[src/rtl/wrr_packet_arbiter.sv]
`default_nettype none
// ============================================================================
// Module   : wrr_packet_arbiter
// Brief    : Weighted round-robin arbiter that holds grants for whole packets.
// Revision : 1.0 - initial release
// ============================================================================
module wrr_packet_arbiter #(
    parameter int N  = 4,
    parameter int WW = 4,
    parameter int IW = $clog2(N)
) (
    input  logic            clk,
    input  logic            reset,
    input  logic [N-1:0]    i_req,
    input  logic [N-1:0]    i_last,
    input  logic [N*WW-1:0] i_weight,
    input  logic            i_ready,
    output logic [N-1:0]    o_grant,
    output logic            o_grant_valid,
    output logic [IW-1:0]   o_grant_idx
);

    typedef enum logic [0:0] {
        ST_IDLE  = 1'b0,
        ST_GRANT = 1'b1
    } state_t;

    localparam logic [IW-1:0] C_PTR_RESET = IW'(N - 1);
    localparam logic [IW:0]   C_N_EXT     = (IW + 1)'(N);
    localparam logic [N-1:0]  C_ONE_HOT0  = N'(1);

    state_t         r_state;
    state_t         w_state_nxt;
    logic [N-1:0]   r_grant;
    logic [N-1:0]   w_grant_nxt;
    logic           r_grant_valid;
    logic           w_valid_nxt;
    logic [IW-1:0]  r_grant_idx;
    logic [IW-1:0]  w_idx_nxt;
    logic [IW-1:0]  r_ptr;
    logic [IW-1:0]  w_ptr_nxt;
    logic [WW-1:0]  r_credit;
    logic [WW-1:0]  w_credit_nxt;

    logic           w_found;
    logic [IW-1:0]  w_sel;
    logic [IW:0]    w_cand;
    logic [WW-1:0]  w_sel_weight;
    logic [WW-1:0]  w_sel_credit;
    logic           w_cur_req;
    logic           w_cur_last;
    logic           w_beat;
    logic           w_arbitrate;

    // Rotating search: ptr+1 .. ptr+N, wrapped by subtraction.
    always_comb begin
        w_found = 1'b0;
        w_sel   = '0;
        w_cand  = '0;
        for (int k = 1; k <= N; k++) begin
            w_cand = {1'b0, r_ptr} + (IW + 1)'(k);
            if (w_cand >= C_N_EXT) begin
                w_cand = w_cand - C_N_EXT;
            end
            if (!w_found && i_req[w_cand[IW-1:0]]) begin
                w_found = 1'b1;
                w_sel   = w_cand[IW-1:0];
            end
        end
    end

    always_comb begin
        w_sel_weight = '0;
        for (int i = 0; i < N; i++) begin
            if (w_sel == IW'(i)) begin
                w_sel_weight = i_weight[i*WW +: WW];
            end
        end
    end

    // A zero weight still earns one packet per turn.
    assign w_sel_credit = (w_sel_weight == '0) ? WW'(1) : w_sel_weight;

    assign w_cur_req  = i_req[r_grant_idx];
    assign w_cur_last = i_last[r_grant_idx];
    assign w_beat     = r_grant_valid & i_ready & w_cur_req;

    always_comb begin
        w_state_nxt  = r_state;
        w_grant_nxt  = r_grant;
        w_valid_nxt  = r_grant_valid;
        w_idx_nxt    = r_grant_idx;
        w_ptr_nxt    = r_ptr;
        w_credit_nxt = r_credit;
        w_arbitrate  = 1'b0;

        case (r_state)
            ST_IDLE: begin
                w_arbitrate = w_found;
            end
            ST_GRANT: begin
                if (!w_cur_req) begin
                    w_arbitrate = 1'b1;
                end else if (w_beat && w_cur_last) begin
                    if (r_credit > WW'(1)) begin
                        w_credit_nxt = r_credit - WW'(1);
                    end else begin
                        w_arbitrate = 1'b1;
                    end
                end
            end
        endcase

        // On release ptr already equals the released index, so it is searched last.
        if (w_arbitrate) begin
            if (w_found) begin
                w_state_nxt  = ST_GRANT;
                w_grant_nxt  = C_ONE_HOT0 << w_sel;
                w_valid_nxt  = 1'b1;
                w_idx_nxt    = w_sel;
                w_ptr_nxt    = w_sel;
                w_credit_nxt = w_sel_credit;
            end else begin
                w_state_nxt  = ST_IDLE;
                w_grant_nxt  = '0;
                w_valid_nxt  = 1'b0;
                w_idx_nxt    = '0;
                w_credit_nxt = '0;
            end
        end
    end

    always_ff @(posedge clk or posedge reset) begin
        if (reset) begin
            r_state       <= ST_IDLE;
            r_grant       <= '0;
            r_grant_valid <= 1'b0;
            r_grant_idx   <= '0;
            r_ptr         <= C_PTR_RESET;
            r_credit      <= '0;
        end else begin
            r_state       <= w_state_nxt;
            r_grant       <= w_grant_nxt;
            r_grant_valid <= w_valid_nxt;
            r_grant_idx   <= w_idx_nxt;
            r_ptr         <= w_ptr_nxt;
            r_credit      <= w_credit_nxt;
        end
    end

    assign o_grant       = r_grant;
    assign o_grant_valid = r_grant_valid;
    assign o_grant_idx   = r_grant_idx;

endmodule
`default_nettype wire

[config.mk]
export PLATFORM = sky130hd
export DESIGN_NAME = wrr_packet_arbiter
export DESIGN_NICKNAME = d
export VERILOG_FILES = /design/src/rtl/wrr_packet_arbiter.sv
export SDC_FILE = /design/constraint.sdc
export NUM_CORES = 1
export LEC_CHECK = 0
export BUFFER_PORTS_ARGS = -buffer_cell sky130_fd_sc_hd__buf_4
export CAP_MARGIN = 25
export CORE_MARGIN = 4
export CORE_UTILIZATION = 40
export CTS_CLUSTER_DIAMETER = 120
export DETAILED_ROUTE_END_ITERATION = 16
export PLACE_DENSITY = 0.72
export RECOVER_POWER = 25
export SLEW_MARGIN = 0
export SYNTH_ARGS = -nofsm -noshare
export SYNTH_HDL_FRONTEND = slang
export SYNTH_SLANG_ARGS = --single-unit
[constraint.sdc]
create_clock -name clk -period 2.9 [get_ports clk]
set_input_delay 0.435 -clock clk [delete_from_list [all_inputs] [get_ports clk]]
set_output_delay 0.435 -clock clk [all_outputs]
set_load 0.1 [all_outputs]
==> run_results.csv <==
group,metric,value,unit
synth,synth_top_family_by_area,"compound AO/OA/AOI/OAI gates",
synth,yosys.area.top_type,"dfrtp_1",
placed_design,dp_hpwl,1.99,mm
detailed_routing,drt-total-wl,2.48,mm
synth,synth_top_cell_area_share,29.1,%
floorplan,core.rowCount,17,
synth,ys.warnings.count,0,
synth,synth_compound_area_share,27.5,%
clock_tree,root_buffer,"clkbuf_4",
clock_tree,cts_buffer_depth,2,
detailed_routing,wl_per_cell,14.7,microns
global_route,grt_pass1_vias,966,
timing,fin_hold_ws,0.177,ns
timing,worst_pin_slew,0.639,ns
synth,synth_edf_count,0,
clock_tree,h-tree-depth,1,
power_and_ir_drop,vdd_drop_max,0.759,mV
critical_path,cp_max_fo,5,
detailed_routing,vias,953,
synth,avgSynthCellArea,9.08,sq um
timing,hold_violations,0,
critical_path,critPathKind,"reg2reg",
synth,synth_cell_types,44,
floorplan,die_w,56.6,microns
critical_path,cp_cell_sequence,"inv_1 > ha_1 > nor2_1 > o311ai_0 > nor2_2 > mux2_4 > a31o_1 > a41o_1",
critical_path,critPathBufInv,1,
floorplan,die_y,56.6,microns
layout,final_core_util,56.1,%
global_route,antenna_found_initial,0,
clock_tree,path_clk_slew,0.08,ns
synth,synthTopCellsByArea,"dfrtp_1, nand2_1, dfstp_2, mux2i_1, a32o_1",
critical_path,cp-start-kind,"flip-flop",
synth,yosys.area_share.xor_xnor,0,%
timing,period_share,73.2,%
timing,drv_slew,0,
run,drv_cap,0,
power_and_ir_drop,leakagePower,0.588,nW
critical_path,cp.arrival,2.30,ns
synth,synth-main-ff-cell,"dfrtp_1",
global_route,globalRoute.totalOverflow,0,
critical_path,startpoint,"r_credit[0]",
layout,drive_gt1_share,34.0,%
synth,synth_seq_area_share,34.7,%
synth,netlist_instances,104,
synth,syn_area,945,sq um
synth,syn-num-nets,133,
synth,synthArstFlopShare,100,%
critical_path,reg2regPathDepth,8,
clock_tree,cts_made_buffers,3,
synth,yosysMostFrequentCell,"nand2_1",
detailed_routing,postRouteAntennaNets,0,
layout,final_nets,171,
timing,skew,0.000778,ns
layout,n_antenna_cell,0,
critical_path,required,3.08,ns
critical_path,r2r_start,"r_credit[0]",
detailed_routing,drc,0,
synth,synthAdderAreaFrac,2.65,%
critical_path,cp_slowest_stage_delay,0.55,ns
placed_design,port_buffers,33,
critical_path,r2r_slack,0.78,ns
synth,synth-seq-cells,13,
global_route,grt_start_max_net_pins,14,
critical_path,slowest_stage,"o311ai_0",
critical_path,crit_end,"r_credit[0]",
layout,area_delta_synth_final,32.7,%
critical_path,critPathTopFamily,"compound AO/OA/AOI/OAI gates",
placed_design,gp_congestion,0.843,
floorplan,coreArea,2230,sq um
worst_hold_path,holdCritPathClass,"in2async",
global_route,grt_pass1_wl,4.08,mm
timing,rsz0062_at_grt,"false",
floorplan,initial_core_util,42.3,%
synth,synth_common_cells,"nand2_1, dfrtp_1, inv_1, nor2_1, o21ai_1",
power_and_ir_drop,powerDensity,1140,nW/um^2
clock_tree,cts_setup_buffers,0,
clock_tree,cts_tree,"built",
timing,slew_headroom,56.9,%
clock_tree,clk_latency,0.28,ns
clock_tree,cts_sinks,13,
clock_tree,ctsResizeCount,0,
floorplan,dieArea,3200,sq um
timing,finalSetupViolCount,0,
detailed_routing,via_per_inst,5.64,
synth,synthMuxAreaShare,10.5,%
power_and_ir_drop,p_total,1.43,mW
critical_path,worst-path-stages,8,
clock_tree,postCtsHoldBufs,0,
global_route,grtUsageTotal,16.0,%
timing,fin_ws,0.776,ns
timing,tns,0,ns
synth,yosys.area_share.simple,22.3,%
critical_path,r2r_end,"r_credit[0]",
timing,finalCriticalPeriod,2.12,ns
detailed_routing,drtIter0Drc,21,
placed_design,post-place-ws,0.802,ns
floorplan,ioPinCount,34,
critical_path,cp-end-kind,"flip-flop",
outcome,status,"completed",
timing,fmax,0.471,GHz
detailed_routing,first_pass_iters,4,
[cells by family after synthesis]
logic type               after synthesis
buffers and inverters                  6
adder cells (fa/ha/maj)                2
flip-flops                            13
multiplexers                           8
AO/OA/AOI/OAI                         34
AND/OR/NAND/NOR                       41
[sequential cells by signal, summed over array words and instances (netlist names)]
register and flops:
o_grant 4, o_grant_idx 2, o_grant_valid 1, r_credit 4, r_ptr 2
[layout by cell type, fill, tap and decap left out, types with 2 or more instances in the layout]
cell type and instances:
a21o_1 3, a21oi_1 2, a32o_1 3, buf_4 32
clkbuf_4 4, dfrtp_1 11, dfstp_2 2, ha_1 2
inv_1 6, mux2i_1 5, nand2_1 16, nand2b_1 3
nor2_1 6, nor2b_1 3, nor3_1 2, o211ai_1 2
o21ai_0 3, o21ai_1 6, or3_1 2
[where the power goes]
group	leakage (nW)	switching, mW	internal, mW
clock network	0.0150	0.0637	0.0534
logic	0.418	0.618	0.341
registers	0.154	0.0783	0.274
total	0.588	0.760	0.668
[cell type report]
class                   count  area [sq um]
clock buffers               4          26.3
repair buffers             33           248
fillers                   209           980
well taps                  28          35.0
multi-input cells          85           594
flip-flops and latches     13           328
inverters                   6          22.5
[metrics by stage]
stage / area (sq um) / std cells
floorplan: 945 / 104
global placement: 1230 / 165
detailed placement: 1230 / 165
CTS: 1250 / 169
global route: 1250 / 169
finish: 1250 / 169
[worst reg2reg max path: cells and delay by family (launching register included)]
family	cells	cell delay (ns)
flip-flops	1	0.44
multiplexers	1	0.28
adder cells (fa/ha/maj)	1	0.18
AO/OA/AOI/OAI	3	0.92
AND/OR/NAND/NOR	2	0.12
buffers and inverters	1	0.08
[worst min-delay path by stage]
stage | start | end | slack (ns)
after floorplan | reset | o_grant[0] | 0.31
after global placement | r_ptr[0] | r_ptr[0] | 0.46
after detailed placement | r_ptr[0] | r_ptr[0] | 0.47
after CTS | reset | o_grant_idx[1] | 0.20
after global routing | reset | o_grant_idx[0] | 0.23
final | reset | o_grant_valid | 0.18
[routing by layer]
metal  up-vias  track usage (%)  part of all wire, %
met5         -                0                    0
met4         0             5.42                 0.85
met3         2             4.37                  5.7
met2        28             27.7                   50
met1       456             18.6                   43
li1        467                -                    -
(Power assumes the default switching activity.)
